`src/rtl/imem_loader.sv`:
```
// imem_loader: receives a length-prefixed byte stream, assembles big-endian
// 16-bit instruction words, writes them to the instruction-memory write port
// at the fetch addresses, and releases the CPU only after the XOR checksum of
// the image matches.
`timescale 1ns / 1ps

module imem_loader #(
   parameter int ADDR_W    = 12,
   parameter int BASE_ADDR = 0,
   parameter int ADDR_STEP = 2,
   parameter int MAX_WORDS = 2048
) (
   input  logic              clock,
   input  logic              reset,
   input  logic              start,
   input  logic              in_valid,
   input  logic [7:0]        in_data,
   output logic              in_ready,
   output logic              wen,
   output logic [ADDR_W-1:0] waddr,
   output logic [15:0]       wdata,
   output logic              cpu_hold,
   output logic              done,
   output logic              error,
   output logic [ADDR_W-1:0] words_loaded
);

   typedef enum logic [2:0] {
      S_IDLE,
      S_LEN_HI,
      S_LEN_LO,
      S_DATA_HI,
      S_DATA_LO,
      S_CSUM,
      S_DONE,
      S_ERR
   } state_e;

   localparam logic [ADDR_W-1:0] BASE_A  = ADDR_W'(BASE_ADDR);
   localparam logic [ADDR_W-1:0] STEP_A  = ADDR_W'(ADDR_STEP);
   localparam logic [15:0]       MAX_LEN = 16'(MAX_WORDS);

   state_e              state_q;
   logic [15:0]         len_q;
   logic [15:0]         index_q;
   logic [7:0]          hi_q;
   logic [7:0]          csum_q;
   logic                wen_q;
   logic [ADDR_W-1:0]   waddr_q;
   logic [15:0]         wdata_q;
   logic                hold_q;
   logic                done_q;
   logic                error_q;
   logic [ADDR_W-1:0]   words_q;

   logic                xfer;
   logic [15:0]         len_d;
   logic [ADDR_W-1:0]   addr_d;

   // Ready is a pure decode of the state so a stalled producer never loses a byte.
   // NOTE: continuous assigns cover every case, so no latch can be inferred here.
   assign in_ready = (state_q == S_LEN_HI)  || (state_q == S_LEN_LO) ||
                     (state_q == S_DATA_HI) || (state_q == S_DATA_LO) ||
                     (state_q == S_CSUM);

   assign xfer   = in_valid & in_ready;
   // Full length including the byte arriving this cycle, for the range check.
   assign len_d  = {len_q[15:8], in_data};
   // Fetch address of the word being completed; wraps modulo 2^ADDR_W.
   assign addr_d = BASE_A + STEP_A * ADDR_W'(index_q);

   assign wen          = wen_q;
   assign waddr        = waddr_q;
   assign wdata        = wdata_q;
   assign cpu_hold     = hold_q;
   assign done         = done_q;
   assign error        = error_q;
   assign words_loaded = words_q;

   // Loader FSM with all outputs registered; wen is a one-cycle pulse per word.
   // NOTE: sequential state uses non-blocking assignments so every register
   // samples pre-edge values regardless of statement order.
   always_ff @(posedge clock or negedge reset) begin
      if (!reset) begin
         state_q <= S_IDLE;
         len_q   <= '0;
         index_q <= '0;
         hi_q    <= '0;
         csum_q  <= '0;
         wen_q   <= 1'b0;
         waddr_q <= BASE_A;
         wdata_q <= '0;
         hold_q  <= 1'b1;
         done_q  <= 1'b0;
         error_q <= 1'b0;
         words_q <= '0;
      end else begin
         wen_q <= 1'b0;
         case (state_q)
            S_IDLE: state_q <= S_LEN_HI;

            S_LEN_HI: begin
               if (xfer) begin
                  len_q[15:8] <= in_data;
                  state_q     <= S_LEN_LO;
               end
            end

            S_LEN_LO: begin
               if (xfer) begin
                  len_q[7:0] <= in_data;
                  if (len_d > MAX_LEN) begin
                     state_q <= S_ERR;
                     error_q <= 1'b1;
                     done_q  <= 1'b0;
                     hold_q  <= 1'b1;
                  end else if (len_d == 16'd0) begin
                     state_q <= S_CSUM;
                  end else begin
                     state_q <= S_DATA_HI;
                  end
               end
            end

            S_DATA_HI: begin
               if (xfer) begin
                  hi_q    <= in_data;
                  csum_q  <= csum_q ^ in_data;
                  state_q <= S_DATA_LO;
               end
            end

            S_DATA_LO: begin
               if (xfer) begin
                  csum_q  <= csum_q ^ in_data;
                  wen_q   <= 1'b1;
                  wdata_q <= {hi_q, in_data};
                  waddr_q <= addr_d;
                  index_q <= index_q + 16'd1;
                  words_q <= words_q + ADDR_W'(1);
                  state_q <= (index_q + 16'd1 == len_q) ? S_CSUM : S_DATA_HI;
               end
            end

            S_CSUM: begin
               if (xfer) begin
                  if (in_data == csum_q) begin
                     state_q <= S_DONE;
                     done_q  <= 1'b1;
                     error_q <= 1'b0;
                     hold_q  <= 1'b0;
                  end else begin
                     state_q <= S_ERR;
                     error_q <= 1'b1;
                     done_q  <= 1'b0;
                     hold_q  <= 1'b1;
                  end
               end
            end

            S_DONE, S_ERR: begin
               if (start) begin
                  state_q <= S_LEN_HI;
                  done_q  <= 1'b0;
                  error_q <= 1'b0;
                  hold_q  <= 1'b1;
                  index_q <= '0;
                  words_q <= '0;
                  csum_q  <= '0;
                  waddr_q <= BASE_A;
               end
            end

            default: state_q <= S_IDLE;
         endcase
      end
   end

endmodule
```
`config.mk`:
```
export PLATFORM = sky130hd
export DESIGN_NAME = imem_loader
export DESIGN_NICKNAME = d
export VERILOG_FILES = /design/src/rtl/imem_loader.sv
export SDC_FILE = /design/constraint.sdc
export NUM_CORES = 1
export LEC_CHECK = 0
export ABC_CLOCK_PERIOD_IN_PS = 2930
export BUFFER_PORTS_ARGS = -buffer_cell sky130_fd_sc_hd__buf_2
export CAP_MARGIN = 20
export CORE_ASPECT_RATIO = 0.7
export CORE_UTILIZATION = 50
export CTS_BUF_LIST = sky130_fd_sc_hd__clkbuf_4
export CTS_CLUSTER_DIAMETER = 50
export DETAILED_ROUTE_END_ITERATION = 10
export HOLD_SLACK_MARGIN = 0.08
export PLACE_DENSITY = 0.78
export SLEW_MARGIN = 5
export SYNTH_ARGS = -nofsm -noshare
export SYNTH_HDL_FRONTEND = slang
export SYNTH_SLANG_ARGS = --single-unit
```
`constraint.sdc`:
```
create_clock -name clock -period 2.93 [get_ports clock]
set_clock_uncertainty 0.2 [all_clocks]
set_input_delay 0.879 -clock clock [delete_from_list [all_inputs] [get_ports clock]]
set_output_delay 0.879 -clock clock [all_outputs]
set_load 0.01 [all_outputs]
```
# After elaboration in Yosys (flattened, before gate mapping)
# Index checks and enable logic that the tools add are counted.
# Widths: inputs -> output; s select.
# totals
reg_bits,95
in_bits,12
wordCells,91
output_inout_bits,45
# classes
n_addsub,2
eq_ne,17
order_cmp,1
n_reduce_logical,19
bitwise,2
muxes,37
# op_table
op,n
$pmux 12 s2,2
$mux 12,3
$mux 16,2
$pmux 16 s2,1
$mux 3,9
$pmux 3 s7,1
$add 16x1->16 const B,1
$eq 16x16->1,1
$gt 16x12->1 const B,1
$logic_not 16->1,1
$mux 8,2
$pmux 8 s2,1
$mux 1,13
$add 12x1->12 const B,1
$eq 3x3->1 const B,4
$ne 2x2->1 const B,6
$pmux 1 s3,3
$eq 8x8->1,1
$reduce_and 2->1,4
$xor 8x8->8,1
$eq 3x2->1 const B,2
$reduce_and 3->1,2
$reduce_and 6->1,1
$reduce_and 5->1,1
8 further kinds,14

# Longest topological paths before layout
# Gate-level depths: netlist of the first run.
# depth
word_depth,8
ltp_mapped,9
ltp_nobuf,7

# Worst setup path after synthesis of the first run
# OpenSTA, ideal clock, no wires.
# synth_timing
path_type,input-to-reg
start,input in_data[6]
end,register state_q[1]
n_path_buf,1
setup_time_ps,124
required_time_ps,2606
path_slack_ps,386
path_stages,7
t_arrival_ps,2220
path_cell_list,clkbuf_1 -> nor4_1 -> nand3_1 -> or4_1 -> nand4_1 -> nand3_1 -> o31a_1
# synth_between
elab_chain_cells,5
word_cells_on_any_way,6
classes_between,order compare: 1; mux: 4; reduce/logical: 1
# synth_lines
element,line,text
"start, declared",17,"input logic [7:0] in_data,"
"parallel branches: the longest is 2 deep, another holds $gt 16x12->1",-,
$mux 3 (*),112,if (len_d > MAX_LEN) begin
$mux 3 (*),110,if (xfer) begin
$pmux 3 s7 (*),99,case (state_q)
"end signal, assigned",141,state_q <= (index_q + 16'd1 == len_q) ? S_CSUM : S_DATA_HI;
"end, declared",43,state_e state_q;
# Mark *: on every way between the ends. The select of a mux whose other input is x is not followed.
# A chain may end at the register's enable or synchronous reset.

# Final worst setup path of the first run
# layout_timing
start,register state_q[2]
end,output in_ready
# layout_between
elab_chain_cells,5
word_cells_on_any_way,9
classes_between,eq/ne: 5; reduce/logical: 4
# layout_lines
element,line,text
$eq 3x1->1 or $eq 3x2->1 (tied branches),62,assign in_ready = (state_q == S_LEN_HI) || (state_q == S_LEN_LO) ||
$logic_or 1x1->1 (2 in a row),62,
$logic_or 1x1->1,63,(state_q == S_DATA_HI) || (state_q == S_DATA_LO) ||
$logic_or 1x1->1 (*),63,
"end, declared",18,"output logic in_ready,"
# Mark *: on every way between the ends. The rest lies on a longest branch, timed or not.

==> reports/results.ini, run 1 <==
[timing]
fmax_mhz = 357.7
period_needed_ns = 2.796
finalMaxSlewViolations = 0
tightest_slew_ns = 0.7001
setup_viol = 0
setup_tns_ns = 0
slew-limit-headroom_pct = 52.89
grt_setup_unrepaired = false
period_share_pct = 95.41
hold_violations = 0

[logic_synthesis]
postSynthAreaPerCell_sq_um = 9.638
synth_edf_count = 0
yosys.area_share.simple_pct = 21.09
synth-compound-area-share_pct = 12.06
synth_cell_types = 52
synthMuxAreaShare_pct = 6.504
synth_warnings = 0
synthCells = 495
synth-xor-area-share_pct = 6.976
synth_ff_type = dfrtp_1
synth-adder-area-share_pct = 0.5245
synth_nets = 509
synth_area_sq_um = 4771
synthArstFlopShare_pct = 100.0
seq_area_frac_synth_pct = 49.33
synth_top_family_by_area = simple AND/OR/NAND/NOR gates
synth-seq-cells = 94

[route]
first_pass_iters = 5
drc_errors = 0
antenna_left = 0
wl_per_cell_um = 16.41
wirelength_mm = 11.04
via_count = 3828
avgViaCountPerCell = 5.688
drt_iter0_drc = 316

[critical_path]
critPathLaunchType = flip-flop
cp_slowest_stage_delay_ns = 0.59
crit_chain = and2_1 > a21oi_1 > buf_2
path_max_fanout = 13
path_class = flip-flop to output pin
cp_data_arrival_time_ns = 1.72
critPathBufInv = 1
cp.required_ns = 1.85
critPathSlowestCell = dfrtp_1
crit_path_end_kind = output pin
path_delay_family = flip-flops

[floorplan]
dieArea_sq_um = 9942
die_w_um = 118.8
start_util_pct = 52.18
core_sq_um = 9144
rows = 29
io_pins = 57
dieHeight_um = 83.73

[final_layout]
drive_gt1_share_pct = 22.04
nets = 558
diodes = 0
syn_to_final_growth_pct = 11.80

[pwr]
p_clk_share_pct = 17.0
p_leak_nw = 2.514
switching_share_pct = 37.48
power_density_nw_per_um2 = 788.6
p_comb_share_pct = 35.3
switchingPower_mw = 1.576
power_mw = 4.206
peakVddDrop_mv = 0.4571
seqPwrFrac_pct = 47.7
power.internal_mw = 2.630

[global_routing]
grt_antenna_before_repair = 0
grt_pass1_wl_mm = 18.75
track_usage_pct = 24.35
grt_overflow = 0
grt_pass1_vias = 3753
grt_start_max_net_pins = 44

[cts]
htreeDepth = 3
cts_tree = built
clk_latency_ns = 0.46
numCtsBuffers = 9
clockRootBuffer = clkbuf_4
cts.sinks = 94
path_clk_slew_ns = 0.14
postCtsHoldBufs = 0
cts_buffer_depth = 2

[place]
portBuffers = 55
hpwl_mm = 7.722
gp_congestion = 0.8582

[job]
max_cap_violations = 0

[min_path]
hp-class = input pin to asynchronous set/reset pin

[run_status]
status = completed

[cell families after synthesis]
group | count (synthesis)
AOI/OAI and AO/OA | 89
adders and majority gates | 2
muxes | 28
xor gates and xnor gates | 38
buffers and inverters | 39
DFF | 94
and+or+nand+nor | 204
other | 1
[stage by stage]
step	cells	utilization (%)	cell area, sq um	worst slack (ns)	hold WS, ns
CTS	673	58.32	5333	0.01845	0.1555
global placement	657	56.81	5195	0.1033	0.2460
global route	673	58.33	5334	0.04469	0.1467
floorplan	495	-	4771	0.3862	0.2331
finish	673	58.33	5334	0.1344	0.1580
detailed placement	657	56.81	5195	0.1147	0.2490
[worst reg2reg max path, stage by stage (launching register included)]
cell and delay (ns):
dfrtp_1 0.49, ha_1 0.37, nand4_2 0.26, nor3_2 0.41, nand3_1 0.19, o21ai_0 0.18, o211ai_1 0.13, o31a_1 0.29
[power by group through the flow]
stage / Clock, mW / Combinational [mW] / Sequential [mW]
floorplan: 0 / 1.04 / 1.96
global placement: 0 / 1.42 / 2.01
detailed placement: 0 / 1.48 / 2.03
CTS: 0.733 / 1.49 / 2.00
global route: 0.788 / 1.64 / 2.06
finish: 0.717 / 1.48 / 2.01
[sequential cells by signal (all words and copies together) (netlist names)]
name          count
done              1
error             1
cpu_hold          1
csum_q            8
hi_q              8
len_q            16
state_q           3
waddr            11
wdata            16
wen               1
index_q          16
words_loaded     12
[worst paths after layout]
check	to	from	slack [ns]	cells past startpoint
max reg2reg	state_q[1]	index_q[1]	0.33	7
max in group asynchronous	state_q[1]	reset	1.74	2
min reg2reg	wdata[7]	wdata[7]	0.28	2
min in group clock	wdata[7]	wdata[7]	0.28	2
min	words_loaded[7]	reset	0.16	1
max	in_ready	state_q[2]	0.13	3
[repair_timing]
action | CTS | global route
endpoints found under the setup margin | 0 | 1
gates resized for setup | 0 | 1
buffers inserted | 0 | 0
[layer usage]
metal	global-route usage, %	up-vias	routed length, um
li1	-	1811	-
met1	35.15	1851	5258
met2	36.42	153	4842
met3	6.831	13	846
met4	5.524	0	94
met5	0	-	0
[layout by cell type (no fill, tap or decap), drive strengths merged, types with 2 or more instances in the layout]
cell type   n
a21oi       7
or3         4
nor2       37
nand2      94
o31ai       5
nor4        8
clkinv      2
xor2       24
buf        70
nand2b     11
a22o       10
a31oi       4
ha          2
o21ai      42
nand4      10
mux2       24
clkbuf     12
o2bb2ai    10
o41ai       2
nor3b       2
xnor2      14
and3        4
or4         3
inv         7
mux2i       4
nor3       10
dfrtp      93
nor2b       3
nand3      13
and2        3
[synth_stat cells, drive strengths merged (5+ instances only)]
cell,n,area (sq um)
nand2,94,355.3
dfrtp,93,2327
o21ai,42,210.2
nor2,37,138.9
mux2,24,270.3
xor2,24,210.2
clkbuf,20,77.57
xnor2,14,122.6
nand3,13,90.08
buf,12,60.06
nand2b,11,68.82
a22o,10,87.58
nand4,10,68.81
nor3,10,55.05
o2bb2ai,10,87.58
nor4,8,71.32
a21oi,7,35.03
inv,7,26.28
o31ai,5,37.54
[layout make-up]
cell class | instances | area (sq um)
Fill cell | 830 | 3810
Sequential cell | 94 | 2355
Multi-Input combinational cell | 362 | 2257
Timing Repair Buffer | 70 | 402.9
Tap cell | 124 | 155.1
Clock buffer | 12 | 90.09
Clock inverter | 4 | 47.55
Inverter | 7 | 26.28
(Power assumes the default switching activity.)
==> run 2: changes to the inputs <==
CTS_BUF_LIST = default   (was sky130_fd_sc_hd__clkbuf_4)
PLACE_DENSITY = 0.7   (was 0.78)
==> run 2 against run 1 <==
Setup slack improved by 0.17 ns. Combinational power barely moved. Power up 10%. Cell count grew 0.30%. Clock-buffer cell count increased by 3. Maximum frequency grew 6.3%. Non-clock buffer count is 3 higher. Critical endpoint is now state_q[1]. Critical path depth increased by 4.
==> reports/results.ini, run 2 (synthesis results as in run 1) <==
[run_status]
status = completed

[floorplan]
start_util_pct = 52.18
io_pins = 57
rows = 29
die_w_um = 118.8
dieHeight_um = 83.73
core_sq_um = 9144
dieArea_sq_um = 9942

[cts]
htreeDepth = 3
postCtsSetupBuffers = 0
cts_buffer_depth = 2
post_cts_resized = 0
clockRootBuffer = clkbuf_16
clk_latency_ns = 0.34
path_clk_slew_ns = 0.06
cts.sinks = 94
postCtsHoldBufs = 0
cts_tree = built
numCtsBuffers = 9

[place]
gp_congestion = 0.8199
portBuffers = 55
dp_slack_ns = 0.07349
postPlaceCellArea_sq_um = 5218
hpwl_mm = 7.691

[final_layout]
mostFrequentLayoutCells = 93 x nand2_1, 93 x dfrtp_1, 54 x buf_2
fin_util_pct = 60.21
drive_gt1_share_pct = 21.78
syn_to_final_growth_pct = 15.39
nets = 561
final_design_area_no_fill_sq_um = 5505
diodes = 0

[min_path]
hp-class = flip-flop to flip-flop
worstHoldStart = hi_q[7]

[pwr]
power_density_nw_per_um2 = 842.6
switching_share_pct = 34.75
power.internal_mw = 3.027
power_mw = 4.639
p_clk_share_pct = 24.4
p_comb_share_pct = 32.4
peakVddDrop_mv = 0.4844
seqPwrFrac_pct = 43.2
p_leak_nw = 2.594
switchingPower_mw = 1.612

[critical_path]
path_max_fanout = 7
cp_data_arrival_time_ns = 2.65
crit_path_end_kind = flip-flop
critPathLaunchType = flip-flop
r2r_start = index_q[1]
startpoint = index_q[1]
path_class = flip-flop to flip-flop
cp.required_ns = 2.95

[global_routing]
grt_overflow = 0
grt_most_used_layer = met1
grt_util_met3_pct = 4.850
grt_pass1_wl_mm = 18.69
grt_start_max_net_pins = 62
use_met1_pct = 36.51
track_usage_pct = 23.99
grt_pass1_vias = 3654
grt_antenna_before_repair = 0
met2_usage_pct = 34.50

[timing]
fmax_mhz = 380.3
grt_setup_unrepaired = false
slew-limit-headroom_pct = 52.20
hold_violations = 0
period_share_pct = 89.74
tightest_slew_ns = 0.7104
period_needed_ns = 2.629
finalMaxSlewViolations = 0
setup_viol = 0
worst_slack_ns = 0.3007
setup_tns_ns = 0

[route]
antenna_left = 0
avgViaCountPerCell = 5.643
drc_errors = 0
wl_per_cell_um = 16.40
wirelength_mm = 11.07
first_pass_iters = 4
drt_iter0_drc = 254
via_count = 3809

[job]
max_cap_violations = 0

run 2: cell types whose count changed in the layout (fill, tap and decap cells not counted), sizes merged:
cell | before | now
clkbuf | 12 | 15
bufinv | 1 | 0
clkinv | 2 | 0
clkinvlp | 1 | 0
buf | 70 | 73
run 2: power groups by stage:
stage | registers [mW] | logic [mW] | clock network (mW)
2_1_floorplan | 1.96 | 1.04 | 0
3_3_place_gp | 2.00 | 1.46 | 0
3_5_place_dp | 2.02 | 1.50 | 0
4_1_cts | 2.00 | 1.51 | 1.16
5_1_grt | 2.06 | 1.67 | 1.20
6_report | 2.00 | 1.50 | 1.13
run 2: final cells by class:
type                       count  area [sq um]
fill                         814          3638
clock buffer                  15         287.8
tap                          124         155.1
sequential                    94          2354
inverter                       7         26.28
timing repair buffer          73         425.4
multi-input combinational    362          2257
run 2: per-layer routing:
layer / share of wire, % / vias up
met2: 43 / 90
met4: 1.2 / 0
met5: 0 / -
met3: 4.7 / 13
met1: 51 / 1887
li1: - / 1819
run 2: per-stage QoR:
step                      hold WS [ns]  instances
after global routing            0.2790        675
after global placement          0.2467        660
after detailed placement        0.2566        660
final                           0.2668        675
after floorplan                 0.2331        495
after CTS                       0.2720        675
run 2: path summary, 6_finish.rpt:
path                         endpoint  slack, ns  cells past startpoint
max                        state_q[1]       0.30                      7
min                         wdata[15]       0.27                      2
max reg2reg                state_q[1]       0.30                      7
min reg2reg                 wdata[15]       0.27                      2
max in group asynchronous   len_q[13]       1.56                      2
min in group asynchronous        done       0.30                      1
run 2: critical path, cell delays in order (launching register included):
cell and delay [ns]:
dfrtp_1 0.45, ha_1 0.36, nand4_2 0.26, nor3_2 0.37, nand3_1 0.21, o21ai_0 0.21, o211ai_1 0.15, o31a_1 0.30
